### config.mk
export PLATFORM = sky130hd
export DESIGN_NAME = glitc_intercom_align
export DESIGN_NICKNAME = d
export VERILOG_FILES = /design/src/rtl/glitc_intercom_align_pkg.sv /design/src/rtl/glitc_intercom_align.sv
export SDC_FILE = /design/constraint.sdc
export NUM_CORES = 1
export LEC_CHECK = 0
export CELL_PAD_IN_SITES_DETAIL_PLACEMENT = 0
export CELL_PAD_IN_SITES_GLOBAL_PLACEMENT = 1
export CORE_MARGIN = 5
export CORE_UTILIZATION = 40
export DETAILED_ROUTE_END_ITERATION = 10
export GPL_TIMING_DRIVEN = 0
export PLACE_DENSITY_LB_ADDON = 0.1
export SYNTH_ARGS = -nofsm -noshare
export SYNTH_HDL_FRONTEND = slang
export SYNTH_SLANG_ARGS = --single-unit
### constraint.sdc
create_clock -name sysclk_i -period 4 [get_ports sysclk_i]
set_input_delay 0.8 -clock sysclk_i [delete_from_list [all_inputs] [get_ports sysclk_i]]
set_output_delay 0.8 -clock sysclk_i [all_outputs]
set_load 0.02 [all_outputs]
### src/rtl/glitc_intercom_align_pkg.sv
// Shared intercom alignment types: FSM state encoding, default training word, counter widths.
// Latency: n/a (declarations only).
// Backpressure: n/a (declarations only).
package glitc_intercom_align_pkg;

    typedef enum logic [2:0] {
        IDLE   = 3'd0,
        CHECK  = 3'd1,
        SLIP   = 3'd2,
        WAIT   = 3'd3,
        LOCKED = 3'd4,
        FAIL   = 3'd5
    } align_state_t;

    // Aligned training word; its four rotations are all distinct, so a
    // mismatch always means the word boundary is off.
    localparam logic [3:0] TRAIN_WORD_DEFAULT = 4'b0111;

    localparam int MATCH_W = 8;  // consecutive-match counter, MATCH_COUNT up to 255
    localparam int WAIT_W  = 8;  // post-bitslip settle counter, SLIP_WAIT up to 255
    localparam int SLIP_W  = 4;  // bitslip pulses per attempt, saturates at 15

endpackage

### src/rtl/glitc_intercom_align.sv
// Intercom word aligner: hunts for TRAIN_PATTERN by pulsing ISERDES bitslip, locks after MATCH_COUNT hits.
// Latency: data_o is data_i delayed by one sysclk cycle; status outputs are registered (1 cycle after decision).
// Backpressure: none, streaming; optional lock-loss monitor enabled by GLITC_INTERCOM_ALIGN_LOSS_MONITOR_EN.
module glitc_intercom_align
    import glitc_intercom_align_pkg::*;
#(
    parameter logic [3:0] TRAIN_PATTERN = TRAIN_WORD_DEFAULT,
    parameter int         SLIP_WAIT     = 8,
    parameter int         MATCH_COUNT   = 16,
    parameter int         MAX_SLIPS     = 8
) (
    input  logic       sysclk_i,
    input  logic       rst_n_i,
    input  logic       train_i,
    input  logic [3:0] data_i,
    output logic       bitslip_o,
    output logic [3:0] data_o,
    output logic       locked_o,
    output logic       fail_o,
    output logic [3:0] slip_count_o
);

    localparam logic [MATCH_W-1:0] MATCH_LAST = MATCH_W'(MATCH_COUNT - 1);
    localparam logic [WAIT_W-1:0]  WAIT_LOAD  = WAIT_W'(SLIP_WAIT);
    localparam logic [SLIP_W-1:0]  SLIP_LIMIT = SLIP_W'(MAX_SLIPS);
    localparam logic [SLIP_W-1:0]  SLIP_SAT   = '1;

    align_state_t       state_q, state_d;
    logic [MATCH_W-1:0] match_q, match_d;
    logic [WAIT_W-1:0]  wait_q,  wait_d;
    logic [SLIP_W-1:0]  slip_q,  slip_d;
    logic               train_q;
    logic               is_match;
    logic               train_rise;

`ifdef GLITC_INTERCOM_ALIGN_LOSS_MONITOR_EN
    logic [1:0]         loss_q, loss_d;
`endif

    assign is_match     = (data_i == TRAIN_PATTERN);
    assign train_rise   = train_i & ~train_q;
    assign slip_count_o = slip_q;

    // Next-state and counter updates; train_i dropping always wins over data decisions.
    always_comb begin
        state_d = state_q;
        match_d = match_q;
        wait_d  = wait_q;
        slip_d  = slip_q;
`ifdef GLITC_INTERCOM_ALIGN_LOSS_MONITOR_EN
        loss_d  = 2'd0;
`endif
        unique case (state_q)
            IDLE: begin
                if (train_i) begin
                    state_d = CHECK;
                    match_d = '0;
                    slip_d  = '0;
                end
            end
            CHECK: begin
                if (!train_i) begin
                    state_d = IDLE;
                end else if (is_match) begin
                    match_d = match_q + MATCH_W'(1);
                    if (match_q == MATCH_LAST) begin
                        state_d = LOCKED;
                    end
                end else if (slip_q < SLIP_LIMIT) begin
                    state_d = SLIP;
                end else begin
                    state_d = FAIL;
                end
            end
            SLIP: begin
                state_d = WAIT;
                wait_d  = WAIT_LOAD;
                slip_d  = (slip_q == SLIP_SAT) ? slip_q : slip_q + SLIP_W'(1);
            end
            WAIT: begin
                if (!train_i) begin
                    state_d = IDLE;
                end else if (wait_q <= WAIT_W'(1)) begin
                    // Settle time elapsed: restart the match run from scratch.
                    state_d = CHECK;
                    wait_d  = '0;
                    match_d = '0;
                end else begin
                    wait_d  = wait_q - WAIT_W'(1);
                end
            end
            LOCKED: begin
                if (train_rise) begin
                    state_d = CHECK;
                    match_d = '0;
                    slip_d  = '0;
                    wait_d  = '0;
                end
`ifdef GLITC_INTERCOM_ALIGN_LOSS_MONITOR_EN
                else if (train_i && !is_match) begin
                    if (loss_q == 2'd2) begin
                        // Third bad word in a row: the boundary has moved, realign.
                        state_d = CHECK;
                        match_d = '0;
                        slip_d  = '0;
                        wait_d  = '0;
                    end else begin
                        loss_d  = loss_q + 2'd1;
                    end
                end
`endif
            end
            FAIL: begin
                if (!train_i) begin
                    state_d = IDLE;
                end
            end
            default: begin
                state_d = IDLE;
            end
        endcase
    end

    // State, counters and registered outputs; outputs are decoded from the next state
    // so they line up with the state they describe.
    always_ff @(posedge sysclk_i) begin
        if (!rst_n_i) begin
            state_q   <= IDLE;
            match_q   <= '0;
            wait_q    <= '0;
            slip_q    <= '0;
            train_q   <= 1'b0;
            data_o    <= 4'd0;
            bitslip_o <= 1'b0;
            locked_o  <= 1'b0;
            fail_o    <= 1'b0;
`ifdef GLITC_INTERCOM_ALIGN_LOSS_MONITOR_EN
            loss_q    <= 2'd0;
`endif
        end else begin
            state_q   <= state_d;
            match_q   <= match_d;
            wait_q    <= wait_d;
            slip_q    <= slip_d;
            train_q   <= train_i;
            data_o    <= data_i;
            bitslip_o <= (state_d == SLIP);
            locked_o  <= (state_d == LOCKED);
            fail_o    <= (state_d == FAIL);
`ifdef GLITC_INTERCOM_ALIGN_LOSS_MONITOR_EN
            loss_q    <= loss_d;
`endif
        end
    end

endmodule
==> reports/qor.yml, run 1 <==
status:
  outcome: "completed"
timing:
  hold_violations: 0
  timing_limited_maximum_frequency_mhz: 411
  finalSetupViolations: 0
  period_needed_ns: 2.43
  worst_clock_skew_ns: 0.00965
  slew_worst_pin_ns: 0.664
  unrepaired_setup_endpoints_after_global_routing: "no"
  max-slew-margin-rel_pct: 55.5
  totalNegativeSetupSlack_ns: 0
  final.period_utilization_pct: 60.8
  postLayoutSetupSlackWorst_ns: 1.57
  timing.final.max_slew_violations: 0
place:
  finalWeightedCongestion: 0.783
  dpl_worst_slack_ns: 1.29
  placed_insts: 250
  post_place_instance_area_mm2: 0.00182
  numPortBuffers: 16
  hpwl_mm: 2.71
yosys:
  syn-mean-instance-area_um2: 8.70
  netlist-cell-type-count: 53
  synth.cells.most_frequent: "31 x dfxtp_1, 14 x a21oi_1, 14 x o21ai_0"
  asyncSetResetFlopFracSynth_pct: 0
  synth.most_common_cell: "dfxtp_1"
  syn_nets: 195
  netlist_instances: 184
  postSynthRegisterBits: 31
  syn-cell-area_mm2: 0.00160
  most_common_flop_cell_mapped_by_yosys: "dfxtp_1"
  ys_warn_count: 0
  netlist.top_cell.by_area: "dfxtp_1"
  netlist_top_cells_area: "dfxtp_1 39%, a21oi_1 4.4%, o21ai_0 4.4%, or4_1 3.3%, ha_1 3.1%"
  synth-seq-area-share_pct: 38.8
  synth_edf_count: 0
  synth.top_cell.area_share_pct: 38.8
final_layout:
  area.growth.synth_to_final_pct: 19.4
  post_layout_nonfiller_instances: 257
  final_core_utilization_pct: 48.5
  insertedDiodeCount: 0
  finalInstanceArea_mm2: 0.00191
  drive_gt1_share_pct: 12.1
  nNetsFinal: 218
floorplanning:
  design.portCount: 18
  die_height_um: 73.3
  die-width_um: 73.3
  start_util_pct: 40.6
  std_cell_rows: 23
  die-area_mm2: 0.00537
  core_mm2: 0.00394
global_route:
  globalRouteOverflowTotal: 0
  globalRouteTotalUtil_pct: 15.5
  vias_in_the_first_global_route: 1451
  grt_antenna_before_repair: 0
  grt_start_max_net_pins: 11
  grt_first_pass_wirelength_mm: 6.54
critical_path:
  critPathMaxStageDelay_ns: 0.45
  cp_cell_sequence: "clkdlybuf4s50_1, and4b_1, o2111ai_2, buf_2, or3b_2, a21oi_1"
  cp_num_buf_inv: 2
  cp.arrival_ns: 2.63
  worst-path-max-fanout: 10
  cp.required_ns: 4.20
  critPathKind: "in -> reg"
  startpoint_type: "primary input"
  rrSetupSlack_ns: 1.93
  worst_path_max_delay_cell: "or3b_2"
  timing.critical_path.max_delay_family: "simple AND/OR/NAND/NOR gates"
  critical_path.endpoint_type: "register"
clocking:
  tritoncts.num_buffers: 5
  root_buffer: "clkbuf_8"
  cts_setup_buffers: 0
  holdBufCountCts: 0
  clkLatencyLatePin_ns: 0.28
  post_cts.resized_instances: 0
  htreeDepth: 2
  clkTransAtPathRegs_ns: 0.06
  tritoncts_num_sinks: 31
  clockBufferDepth: 2
  cts_tree: "yes"
pwr:
  static-leakage-power_nw: 0.664
  power.ir.vdd_worst_mv: 0.190
  p_per_area_mw_per_mm2: 356
flow_run:
  timing.max_cap.violations: 0
drt:
  first_pass_iteration_count_of_the_detailed_router: 4
  drtAntennaViolNets: 0
  num_vias: 1449
  detail_route.wl_per_cell_um: 14.4
  postRouteWirelength_mm: 3.71
  post_drt_via_cell_ratio: 5.64
  drcViolationCount: 0
  dr.first_iter.drc_count: 80
worst_hold_path:
  timing.hold.worst.class: "reg -> reg"
[placed cells by master (no fill, tap or decap), types with 3 or more instances in the layout]
| master | synthesis | final |
|---|---|---|
| o21ai_0 | 14 | 14 |
| ha_1 | 4 | 4 |
| a21boi_0 | 3 | 3 |
| or3_1 | 5 | 5 |
| buf_2 | 5 | 5 |
| dfxtp_1 | 31 | 31 |
| or4_1 | 7 | 7 |
| clkbuf_1 | 3 | 3 |
| o31ai_1 | 6 | 6 |
| clkbuf_8 | 0 | 6 |
| nand3_1 | 6 | 6 |
| nand2_1 | 10 | 10 |
| nor2b_1 | 3 | 3 |
| clkdlybuf4s50_1 | 0 | 16 |
| and2_1 | 5 | 5 |
| a211oi_1 | 3 | 3 |
| nor2_1 | 8 | 8 |
| inv_1 | 9 | 9 |
| a21oi_1 | 14 | 14 |
| nor3_1 | 4 | 4 |
[worst register-to-register path: stages (launching register included)]
cell and delay [ns]:
dfxtp_1 0.38, inv_1 0.09, ha_1 0.24, or2_2 0.32, a31oi_2 0.39, o21ai_1 0.29
o21ba_2 0.31
[routing by layer]
metal	part of all wire [%]	global-route usage [%]	vias to the layer above
li1	-	-	744
met1	49	20.1	678
met2	46	24.5	23
met3	3.0	3.69	4
met4	1.1	6.76	0
met5	0	0	-
[final cells by class]
class / instances / area [um2]
Clock buffer: 6 / 82.6
Buffer: 8 / 36.3
Multi-Input combinational cell: 136 / 910
Fill cell: 374 / 2030
Inverter: 9 / 33.8
Clock inverter: 1 / 5.00
Sequential cell: 31 / 621
Timing Repair Buffer: 16 / 160
Tap cell: 50 / 62.6
[stage by stage]
| stage | power, W | hold slack (ns) |
|---|---|---|
| 2_1_floorplan | 0.000407 | 0.447 |
| 3_3_place_gp | 0.000435 | 0.461 |
| 3_5_place_dp | 0.000439 | 0.479 |
| 4_1_cts | 0.000691 | 0.488 |
| 5_1_grt | 0.000716 | 0.511 |
| 6_report | 0.000680 | 0.482 |
[worst paths after layout]
kind	from	to	cells past startpoint
worst min register to register	match_q[7]	match_q[7]	2
worst max register to register	wait_q[0]	match_q[5]	6
worst min-delay path	match_q[7]	match_q[7]	2
worst max-delay path	data_i[3]	match_q[1]	6
[state kept, by name, summed over array words and instances (netlist names)]
name and count:
slip_count_o 4, state_q 3, match_q 8, train_q 1, bitslip_o 1, data_o 4
wait_q 8, locked_o 1, fail_o 1
[cells by family (layout without fill, tap and decap cells)]
group           after synthesis  in the layout  share of synthesized area [%]
compound gates               57             57                           23.3
flops                        31             31                           38.8
xor+xnor                      1              1                          0.547
buf+inv                      17             40                           4.38
simple gates                 73             73                           29.2
fa+ha+maj                     4              4                           3.13
mux                           1              1                          0.704
[where the power goes]
part	internal (W)	total (W)	switching [W]
Sequential	0.000320	0.000331	0.0000115
Clock	0.000135	0.000248	0.000113
Combinational	0.0000442	0.000100	0.0000561
Power figures use the tool's default switching activity.
==> run 2: changes to the inputs <==
Settings changed: CORE_UTILIZATION 40 to 38.
Clock period 4 ns to 2.1 ns, I/O delays scaled along.
==> reports/qor.yml, run 2 (synthesized netlist as in run 1, its figures left out) <==
timing:
  timing.final.max_slew_violations: 0  # unchanged
  totalNegativeSetupSlack_ns: 0  # unchanged
  slew_worst_pin_ns: 0.553  # -0.110 ns
  period_needed_ns: 2.04
  max-slew-margin-rel_pct: 62.9  # +7.4 points
  hold_violations: 0  # unchanged
  finalSetupViolations: 0  # unchanged
  timing_limited_maximum_frequency_mhz: 490
  unrepaired_setup_endpoints_after_global_routing: "no"
  worst_clock_skew_ns: 0.00314  # -0.00651 ns
  final.period_utilization_pct: 97.1
global_route:
  grt_start_max_net_pins: 12  # +1
  globalRouteOverflowTotal: 0  # unchanged
  grt_first_pass_wirelength_mm: 6.25  # -4.4%
  globalRouteTotalUtil_pct: 14.5  # -1.0 points
  vias_in_the_first_global_route: 1373  # -5.4%
  grt_antenna_before_repair: 0  # unchanged
clocking:
  tritoncts.num_buffers: 5  # unchanged
  root_buffer: "clkbuf_8"
  post_cts.resized_instances: 0  # unchanged
  clockBufferDepth: 2  # unchanged
  clkTransAtPathRegs_ns: 0.07  # about the same
  holdBufCountCts: 0  # unchanged
  cts_tree: "yes"
  cts_setup_buffers: 0  # unchanged
  tritoncts_num_sinks: 31  # unchanged
  clkLatencyLatePin_ns: 0.28  # about the same
  htreeDepth: 2  # unchanged
drt:
  postRouteWirelength_mm: 3.80  # +2.4%
  routedLengthMet1_mm: 1.81  # -1.4%
  dr.first_iter.drc_count: 107  # +34%
  detail_route.wl_per_cell_um: 14.7  # +2.0%
  num_vias: 1495  # +3.2%
  post_drt_via_cell_ratio: 5.79  # +2.8%
  drcViolationCount: 0  # unchanged
  top_layer: "met4"
  met2_wirelength_mm: 1.75  # +1.7%
  drtAntennaViolNets: 0  # unchanged
  first_pass_iteration_count_of_the_detailed_router: 4  # unchanged
  met3RoutedLength_um: 193  # +71%
pwr:
  internal_power_w: 0.00117  # +130%
  total_power_w: 0.00154  # +130%
  p_clk_share_pct: 46.1  # +9.6 points
  p_per_area_mw_per_mm2: 778  # +120%
  static-leakage-power_nw: 0.682  # +2.7%
  part_of_the_power_in_registers_pct: 41.1  # -7.6 points
  total_switching_power_w: 0.000369  # +100%
  comb_power_share_pct: 12.8  # -2.0 points
  switching_share_pct: 24.0  # -2.6 points
  power.ir.vdd_worst_mv: 0.302  # +59%
place:
  numPortBuffers: 16  # unchanged
  hpwl_mm: 2.72  # +0.17%
  finalWeightedCongestion: 0.810  # +3.5%
final_layout:
  multi_input_area_um2: 925  # +1.7%
  insertedDiodeCount: 0  # unchanged
  fill_cells: 370  # -1.1%
  final_core_utilization_pct: 49.0  # +0.58 points
  nNetsFinal: 218  # unchanged
  top_regs: "match_q (8), wait_q (8)"
  area.growth.synth_to_final_pct: 23.5
  layout.cells.most_common_list: "30 x dfxtp_1, 16 x clkdlybuf4s50_1, 14 x o21ai_0, 14 x a21oi_1, 10 x nand2_1"
  regArea_um2: 622  # +0.20%
  drive_gt1_share_pct: 13.9  # +1.9 points
  layout.cells.most_common: "dfxtp_1"
floorplanning:
  std_cell_rows: 23  # unchanged
  start_util_pct: 39.7  # -0.87 points
  core_mm2: 0.00403  # +2.2%
  die-width_um: 74.9  # +2.2%
  die_height_um: 74.9  # +2.2%
  design.portCount: 18  # unchanged
  die-area_mm2: 0.00561  # +4.5%
worst_hold_path:
  min_delay_worst_endpoint: "match_q[7]"
  hold-path-cell-count: 2  # unchanged
  holdCritStartpoint: "match_q[7]"
  timing.hold.worst.class: "reg -> reg"
status:
  outcome: "completed"
flow_run:
  timing.max_cap.violations: 0  # unchanged
critical_path:
  rrSetupSlack_ns: 0.14  # -1.79 ns
  r2r_end: "match_q[5]"
  reg2regPathDepth: 7  # +1
  critical_path.endpoint_type: "register"
  r2r-start: "wait_q[0]"
  startpoint_type: "primary input"
  cp.required_ns: 2.31  # -1.89 ns
  critPathKind: "in -> reg"
  worst-path-max-fanout: 10  # unchanged
  cp.arrival_ns: 2.25  # -0.38 ns
==> run 2: per-layer routing <==
| layer | GRT usage, % | vias up |
|---|---|---|
| met3 | 4.54 | 5 |
| met1 | 18.3 | 692 |
| met4 | 6.72 | 0 |
| li1 | - | 752 |
| met5 | 0 | - |
| met2 | 22.5 | 46 |
==> run 2: through the flow <==
stage / cells / setup WS, ns / hold slack [ns] / cell area, um2
floorplan: 184 / 0.320 / 0.447 / 1600
global placement: 250 / -0.195 / 0.459 / 1820
detailed placement: 250 / -0.245 / 0.472 / 1820
CTS: 258 / 0.0234 / 0.481 / 1960
global route: 258 / 0.0152 / 0.497 / 1980
finish: 258 / 0.0604 / 0.476 / 1980
==> run 2: cell type report <==
cell class,count,share of cell area [%]
plain buffers,8,1.84
clock buffers,5,3.48
clock inverters,3,3.42
inverters,9,1.71
multi-input cells,136,46.8
flip-flops and latches,31,31.5
well taps,50,3.17
repair buffers,16,8.11
==> run 2: worst max-delay path by stage <==
stage | from | end | cells after the start
5_1_grt | data_i[1] | match_q[1] | 6
3_5_place_dp | data_i[1] | match_q[1] | 6
4_1_cts | wait_q[0] | match_q[5] | 6
2_1_floorplan | wait_q[0] | match_q[5] | 7
3_3_place_gp | data_i[1] | match_q[1] | 6
6_report | data_i[1] | match_q[1] | 6
==> run 2: power by group through the flow <==
stage / Clock [W] / Sequential [W] / Combinational [W]
floorplan: 0 / 0.000645 / 0.000130
global placement: 0 / 0.000643 / 0.000187
detailed placement: 0 / 0.000644 / 0.000191
CTS: 0.000727 / 0.000630 / 0.000193
global route: 0.000745 / 0.000634 / 0.000218
finish: 0.000709 / 0.000631 / 0.000197
==> run 2: worst max-delay path, cell delays in order <==
cell	delay (ns)
clkdlybuf4s50_1	0.50
and4b_2	0.30
o2111ai_2	0.20
buf_2	0.25
or3b_2	0.45
a21oi_1	0.13
